**src/rtl/ru_feeder_pkg.sv**
```systemverilog
// Shared types and CRC helper for the remote-update page feeder.
// CRC logic is only instantiated when RU_FEEDER_CRC_EN is defined.
package ru_feeder_pkg;

    typedef enum logic [2:0] {
        StIdle,
        StCalc,
        StWaitData,
        StReq,
        StStream,
        StWaitDone,
        StError
    } state_e;

    localparam logic [15:0] CRC16_POLY = 16'h1021;
    localparam logic [15:0] CRC16_INIT = 16'hFFFF;

    // CRC-16/CCITT, MSB-first, one byte per call.
    function automatic logic [15:0] crc16_byte(input logic [15:0] crc, input logic [7:0] data);
        logic [15:0] c;
        c = crc ^ {data, 8'h00};
        for (int i = 0; i < 8; i++) begin
            c = c[15] ? ((c << 1) ^ CRC16_POLY) : (c << 1);
        end
        return c;
    endfunction

endpackage

```
**src/rtl/ru_feeder_skid.sv**
```systemverilog
// Two-entry byte skid buffer between a 1-cycle-latency FIFO read port and a valid/ready sink.
// Reads are only issued while buffered plus in-flight bytes stay below two.
module ru_feeder_skid (
    input  logic       clk,
    input  logic       rst_n,
    input  logic       flush,
    input  logic       allow,
    output logic       rd_en,
    input  logic [7:0] rd_data,
    output logic       out_valid,
    output logic [7:0] out_data,
    input  logic       out_ready
);

    logic [1:0][7:0] buf_q, buf_d;
    logic [1:0]      cnt_q, cnt_d;
    logic            inflight_q;
    logic            pop;

    assign rd_en     = allow && !flush && ((cnt_q + 2'(inflight_q)) < 2'd2);
    assign out_valid = (cnt_q != 2'd0);
    assign out_data  = buf_q[0];
    assign pop       = out_valid && out_ready;

    always_comb begin
        buf_d = buf_q;
        cnt_d = cnt_q;
        if (pop) begin
            buf_d[0] = buf_q[1];
            cnt_d    = cnt_q - 2'd1;
        end
        // Data for a read issued last cycle lands behind whatever is still queued.
        if (inflight_q) begin
            buf_d[cnt_d[0]] = rd_data;
            cnt_d           = cnt_d + 2'd1;
        end
        if (flush) begin
            cnt_d = 2'd0;
        end
    end

    always_ff @(posedge clk or negedge rst_n) begin
        if (!rst_n) begin
            buf_q      <= '0;
            cnt_q      <= 2'd0;
            inflight_q <= 1'b0;
        end else begin
            buf_q      <= buf_d;
            cnt_q      <= cnt_d;
            inflight_q <= rd_en;
        end
    end

endmodule

```
**src/rtl/remote_update_page_feeder.sv**
```systemverilog
// Splits a bitstream job into page-aligned flash program transfers fed from the update FIFO.
// Define RU_FEEDER_CRC_EN to add a running CRC-16/CCITT over accepted bytes on crc_out.
module remote_update_page_feeder
    import ru_feeder_pkg::*;
#(
    parameter int unsigned PAGE_BYTES = 256,
    parameter int unsigned ADDR_W     = 24,
    parameter int unsigned LEN_W      = 24,
    parameter int unsigned LVL_W      = 12,
    parameter int unsigned DONE_TMO   = 2000000
) (
    input  logic              clk,
    input  logic              rst_n,
    input  logic              start,
    input  logic [ADDR_W-1:0] base_addr,
    input  logic [LEN_W-1:0]  total_len,
    input  logic              abort,
    output logic              busy,
    output logic              job_done,
    output logic              job_err,
    output logic              fifo_rd_en,
    input  logic [7:0]        fifo_rd_data,
    input  logic              fifo_rd_empty,
    input  logic [LVL_W:0]    fifo_rd_level,
    output logic              pp_req,
    output logic [ADDR_W-1:0] pp_addr,
    output logic [9:0]        pp_len,
    input  logic              pp_ack,
    output logic              pp_valid,
    output logic [7:0]        pp_data,
    input  logic              pp_ready,
    input  logic              pp_done,
    output logic [15:0]       crc_out
);

    localparam int unsigned OffW    = $clog2(PAGE_BYTES);
    localparam int unsigned CntW    = $clog2(PAGE_BYTES + 1);
    localparam int unsigned TmoW    = $clog2(DONE_TMO + 1);
    localparam int unsigned LvlBits = LVL_W + 1;

    state_e            state_q, state_d;
    logic [ADDR_W-1:0] addr_q, addr_d;
    logic [LEN_W-1:0]  rem_q, rem_d;
    logic [CntW-1:0]   chunk_q, chunk_d;
    logic [CntW-1:0]   issued_q, issued_d;
    logic [CntW-1:0]   acc_q, acc_d;
    logic [TmoW-1:0]   tmo_q, tmo_d;
    logic              job_done_q, job_done_d;
    logic              job_err_q, job_err_d;
    logic [CntW-1:0]   room;
    logic              accept;
    logic              allow;

    assign room   = CntW'(PAGE_BYTES) - CntW'(addr_q[OffW-1:0]);
    assign accept = pp_valid && pp_ready;
    assign allow  = (state_q == StStream) && (issued_q != chunk_q) && !fifo_rd_empty;

    ru_feeder_skid u_skid (
        .clk       (clk),
        .rst_n     (rst_n),
        .flush     (abort),
        .allow     (allow),
        .rd_en     (fifo_rd_en),
        .rd_data   (fifo_rd_data),
        .out_valid (pp_valid),
        .out_data  (pp_data),
        .out_ready (pp_ready)
    );

    always_comb begin
        state_d    = state_q;
        addr_d     = addr_q;
        rem_d      = rem_q;
        chunk_d    = chunk_q;
        issued_d   = issued_q;
        acc_d      = acc_q;
        tmo_d      = '0;
        job_done_d = 1'b0;
        job_err_d  = job_err_q;
        if (fifo_rd_en) issued_d = issued_q + 1'b1;
        if (accept)     acc_d    = acc_q + 1'b1;

        unique case (state_q)
            // ERROR behaves like IDLE for a new start; only busy differs.
            StIdle, StError: begin
                if (start && !abort) begin
                    job_err_d = 1'b0;
                    addr_d    = base_addr;
                    rem_d     = total_len;
                    if (total_len == '0) begin
                        job_done_d = 1'b1;
                        state_d    = StIdle;
                    end else begin
                        state_d = StCalc;
                    end
                end
            end
            StCalc: begin
                chunk_d  = (rem_q < LEN_W'(room)) ? CntW'(rem_q) : room;
                issued_d = '0;
                acc_d    = '0;
                state_d  = StWaitData;
            end
            StWaitData: begin
                if (fifo_rd_level >= LvlBits'(chunk_q)) state_d = StReq;
            end
            StReq: begin
                if (pp_ack) state_d = StStream;
            end
            StStream: begin
                if (accept && (acc_q == chunk_q - 1'b1)) begin
                    addr_d  = addr_q + ADDR_W'(chunk_q);
                    rem_d   = rem_q - LEN_W'(chunk_q);
                    state_d = StWaitDone;
                end
            end
            StWaitDone: begin
                tmo_d = tmo_q + 1'b1;
                if (pp_done) begin
                    tmo_d = '0;
                    if (rem_q == '0) begin
                        job_done_d = 1'b1;
                        state_d    = StIdle;
                    end else begin
                        state_d = StCalc;
                    end
                end else if (tmo_q == TmoW'(DONE_TMO - 1)) begin
                    job_err_d = 1'b1;
                    state_d   = StError;
                end
            end
            default: state_d = StIdle;
        endcase

        if (abort) begin
            state_d    = StIdle;
            job_done_d = 1'b0;
        end
    end

    always_ff @(posedge clk or negedge rst_n) begin
        if (!rst_n) begin
            state_q    <= StIdle;
            addr_q     <= '0;
            rem_q      <= '0;
            chunk_q    <= '0;
            issued_q   <= '0;
            acc_q      <= '0;
            tmo_q      <= '0;
            job_done_q <= 1'b0;
            job_err_q  <= 1'b0;
        end else begin
            state_q    <= state_d;
            addr_q     <= addr_d;
            rem_q      <= rem_d;
            chunk_q    <= chunk_d;
            issued_q   <= issued_d;
            acc_q      <= acc_d;
            tmo_q      <= tmo_d;
            job_done_q <= job_done_d;
            job_err_q  <= job_err_d;
        end
    end

    assign busy     = (state_q != StIdle);
    assign job_done = job_done_q;
    assign job_err  = job_err_q;
    assign pp_req   = (state_q == StReq);
    assign pp_addr  = addr_q;
    assign pp_len   = 10'(chunk_q);

`ifdef RU_FEEDER_CRC_EN
    logic [15:0] crc_q;
    logic        start_ok;

    assign start_ok = start && !abort && ((state_q == StIdle) || (state_q == StError));

    always_ff @(posedge clk or negedge rst_n) begin
        if (!rst_n) begin
            crc_q <= CRC16_INIT;
        end else if (start_ok) begin
            crc_q <= CRC16_INIT;
        end else if (accept) begin
            crc_q <= crc16_byte(crc_q, pp_data);
        end
    end

    assign crc_out = crc_q;
`else
    assign crc_out = 16'h0000;
`endif

endmodule
```
**config.mk**
```make
export PLATFORM = sky130hd
export DESIGN_NAME = remote_update_page_feeder
export DESIGN_NICKNAME = d
export VERILOG_FILES = /design/src/rtl/ru_feeder_pkg.sv /design/src/rtl/ru_feeder_skid.sv /design/src/rtl/remote_update_page_feeder.sv
export SDC_FILE = /design/constraint.sdc
export NUM_CORES = 1
export LEC_CHECK = 0
export ABC_AREA = 1
export CAP_MARGIN = 20
export CORE_ASPECT_RATIO = 0.75
export CORE_MARGIN = 3
export CORE_UTILIZATION = 40
export DETAILED_ROUTE_END_ITERATION = 8
export PLACE_DENSITY = 0.67
export SYNTH_ARGS = -nofsm -noshare
export SYNTH_HDL_FRONTEND = slang
export SYNTH_SLANG_ARGS = --single-unit
```
**constraint.sdc**
```tcl
create_clock -name clk -period 2.83 [get_ports clk]
set_input_delay 0.566 -clock clk [delete_from_list [all_inputs] [get_ports clk]]
set_output_delay 0.566 -clock clk [all_outputs]
set_load 0.01 [all_outputs]
```
==> run summary <==
The run gives 3004 um^2 as the sequential cell area in the final layout. The finished layout holds 1794 standard cells, fillers aside. The final hold violation count was 0. The logs give 20.75 mm for the detailed placement HPWL and 27.59 mm for the final wirelength. The final critical delay including setup and external delays was 2707 ps. The total of hold buffers inserted after clock tree synthesis was 0; the maximum clock path buffer count was 2. The placed standard-cell area came out at 10810 um^2.

The worst clock skew is 9.897 ps, and the number of antenna cells inserted is 0. Relative to the synthesized area, the layout overhead comes to 24.98%. The initial standard-cell utilization of the core was 0.4125; the average routed wire per standard cell was 15.38 um.

Setup repair after global routing left no endpoint under its margin. The run gives 4 as the CTS H-tree depth. In the final layout, the multi-input gates occupy 5386 um^2.

STA puts the critical path data required time at 3160 ps. Clock-pin slew was measured on the worst setup and hold paths at 60 ps. For this design, the sink count on the clock tree is 120. For this design the ratio of total power to cell area is 1044 nW/um^2. Clock tree synthesis inserted a total of 17 buffers. The warning count from the yosys run came out at 0. Average footprint of a synthesized cell: 6.866 um^2. The overall global routing resource usage was 0.2254; the post-synthesis async set-or-reset flop share was 1.000. Pin placement for this block handled 141 I/O pins. The first global-routing pass estimated 45.25 mm of wire. The number of enable flip-flop cells after synthesis came out at 0. Synthesis inferred 120 register bits. The finished cells cover 11550 um^2. Detailed router's first-iteration violation count: 675. The tools report the worst max-slew margin expressed relative to the limit as 0.6339. Buffers placed on the I/O ports in this run total 123. The run gives 8775 as the number of global-route vias before repair. The run gives 9322 as the total number of vias.

The first detailed-routing pass took 5 iterations. After the last flow step, the layout net total stands at 1608. Kind of critical path: reg -> reg.

The library cell used most frequently in the layout, excluding fill and tap cells, is sky130_fd_sc_hd__nand2_1. The library cell used as clock root buffer was sky130_fd_sc_hd__clkbuf_16. The clock reaches the later pin of the worst-skew pair after 430 ps. Setup slack on the worst reg-to-reg path comes out at 120 ps. The number of core rows was 47. The flow ran to the end, and the final reports show no timing, DRC or antenna violations. The run gives 0 as the number of antenna violations at the first check in global routing.

STA classifies the critical path endpoint as a flip-flop. The portion of the post-synthesis area used by sequential elements is 0.3249, and the number of filler instances in the final layout is 2197. The detail route stage leaves a number of antenna-violating nets equal to 0. For this run, design rule violations remaining after detail routing come to 0.

Dividing the detail-routed via count by the number of cells gives 5.196. Setup violations remaining at the end of the flow were counted as 0. The die outline width was 181.5 um.

The aggregate negative setup slack is 0 ps, and the maximum achievable frequency is 369.5 MHz. The library cells used most frequently in the layout, excluding fill and tap cells, are sky130_fd_sc_hd__nand2_1, sky130_fd_sc_hd__inv_1, sky130_fd_sc_hd__nand3_1. Synthesis handed over a netlist of 1346 instances. The die covers 24980 um^2. The count of unique library cells instantiated by Yosys was 48; the area inside the core boundary was 22410 um^2.

The cell area that synthesis handed to floorplanning was 9241 um^2. IR analysis of the VDD net gives a maximum drop of 572.3 uV. After global routing the overflow that remains totals 0. TritonCTS built the clock tree.

In this run, placement finished with an instance count of 1759. The ratio of final minimum period to clock period was 0.9564. The worst setup path is launched from a flip-flop. The die is 137.6 um tall. The number of pins exceeding their max-slew limit in the final report came out at 0. The max-cap violation count is 0. The kind of path behind the tightest hold check was in -> async. Most common flop cell mapped by yosys: sky130_fd_sc_hd__dfrtp_1.

The highest fanout seen on the critical path is 9, and the largest net degree at the start of global routing is 49. The fraction of final layout cells sized beyond drive strength 1 works out to 0.1040. At the pin with the least slew margin, the transition time is 549.1 ps. At the end of routability-driven placement, the weighted congestion stood at 0.9082. The logs give 3030 ps for the data arrival time of the critical path and 0.005406 uW for the leakage power figure.
where the power goes:
group	switching, uW	total, uW	leakage, uW	internal, uW
clock network	900	2490	0.000313	1590
registers	698	2900	0.00157	2200
logic	4090	6660	0.00352	2570
total	5690	12100	0.00541	6360
state kept, by name, indices dropped and copies added (netlist names):
register	flops
u_skid.out_data	8
u_skid.buf_q	8
chunk_q	9
job_err	1
acc_q	9
u_skid.inflight_q	1
pp_addr	24
rem_q	24
tmo_q	21
u_skid.cnt_q	2
state_q	3
job_done	1
issued_q	9
timing repair:
action | in CTS | in global routing
pin swaps | 0 | 1
gates resized for setup | 2 | 11
setup buffers | 1 | 2
endpoints found under the setup margin | 1 | 9
endpoints found under the hold margin | 0 | 0
worst paths after layout:
kind / startpoint / to / depth (start not counted)
worst max-delay path: pp_addr[0] / chunk_q[2] / 12
worst min-delay path: rst_n / tmo_q[3] / 1
worst max register to register: pp_addr[0] / chunk_q[2] / 12
worst min register to register: tmo_q[0] / tmo_q[0] / 1
max in group asynchronous: rst_n / u_skid.out_data[5] / 2
min in group clk: tmo_q[0] / tmo_q[0] / 1
Yosys cell counts, types with 6 or more instances:
library cell / count / area, um^2
sky130_fd_sc_hd__or2_2: 11 / 68.82
sky130_fd_sc_hd__o21ai_2: 27 / 236.5
sky130_fd_sc_hd__nor3_1: 39 / 195.2
sky130_fd_sc_hd__ha_1: 42 / 525.5
sky130_fd_sc_hd__o21ai_1: 6 / 30.03
sky130_fd_sc_hd__nand4_1: 30 / 187.7
sky130_fd_sc_hd__a31oi_1: 10 / 62.56
sky130_fd_sc_hd__nand2_1: 378 / 1419
sky130_fd_sc_hd__xnor2_1: 7 / 61.31
sky130_fd_sc_hd__a21oi_1: 44 / 220.2
sky130_fd_sc_hd__nand3_1: 134 / 670.6
sky130_fd_sc_hd__inv_1: 148 / 555.5
sky130_fd_sc_hd__clkbuf_1: 12 / 45.04
sky130_fd_sc_hd__buf_4: 25 / 187.7
sky130_fd_sc_hd__nand2_2: 20 / 125.1
sky130_fd_sc_hd__o21ai_0: 61 / 305.3
sky130_fd_sc_hd__nand3b_1: 7 / 52.55
sky130_fd_sc_hd__mux2_2: 7 / 78.83
sky130_fd_sc_hd__buf_2: 10 / 50.05
sky130_fd_sc_hd__xor2_1: 24 / 210.2
sky130_fd_sc_hd__dfrtp_1: 120 / 3003
sky130_fd_sc_hd__nor4_1: 9 / 56.30
sky130_fd_sc_hd__nor2_1: 133 / 499.2
routing by layer:
metal  vias to the layer above  track usage  wire [um]
met5                         -            0          0
met4                         0      0.06216        449
met3                        34      0.03906       1761
met2                       298       0.3406      11750
met1                      4335       0.3324      13630
li1                       4655            -          -
final cells by class:
| type | instances | area share |
|---|---|---|
| clock inverter | 14 | 0.01917 |
| tap | 294 | 0.03185 |
| multi-input combinational | 1034 | 0.4664 |
| sequential | 120 | 0.2601 |
| inverter | 153 | 0.04994 |
| timing repair buffer | 161 | 0.1345 |
| clock buffer | 18 | 0.03802 |
logic make-up after synthesis:
kind of cell             Yosys count  synth area share
AND/OR/NAND/NOR                  775            0.3680
buffers and inverters            208            0.1052
AO/OA/AOI/OAI                    160            0.1024
flip-flops                       120            0.3249
adder cells (fa/ha/maj)           44           0.06120
XOR/XNOR                          31           0.02938
multiplexers                       7          0.008530
other                              1         0.0004058
worst max-delay path: stages (launching register included):
cell                      delay (ps)
sky130_fd_sc_hd__dfrtp_1         430
sky130_fd_sc_hd__inv_1           100
sky130_fd_sc_hd__ha_1            200
sky130_fd_sc_hd__nand3_2         140
sky130_fd_sc_hd__nor3_4          210
sky130_fd_sc_hd__or3b_2          490
sky130_fd_sc_hd__ha_1            240
sky130_fd_sc_hd__nor4_4          290
sky130_fd_sc_hd__buf_6           180
sky130_fd_sc_hd__buf_4           120
sky130_fd_sc_hd__nand3_1          70
sky130_fd_sc_hd__nand3_1          90
sky130_fd_sc_hd__nand2_1          50
stage by stage:
stage	hold slack (ps)	setup WS [ps]	power [uW]	util
5_1_grt	136.4	8.808	13070	0.5155
3_5_place_dp	461.4	43.29	9390	0.4825
3_3_place_gp	454.6	11.52	9258	0.4825
4_1_cts	112.4	45.06	11960	0.5123
2_1_floorplan	270.4	171.8	7347	-
6_report	103.2	123.4	12060	0.5155
(Power assumes the default switching activity.)
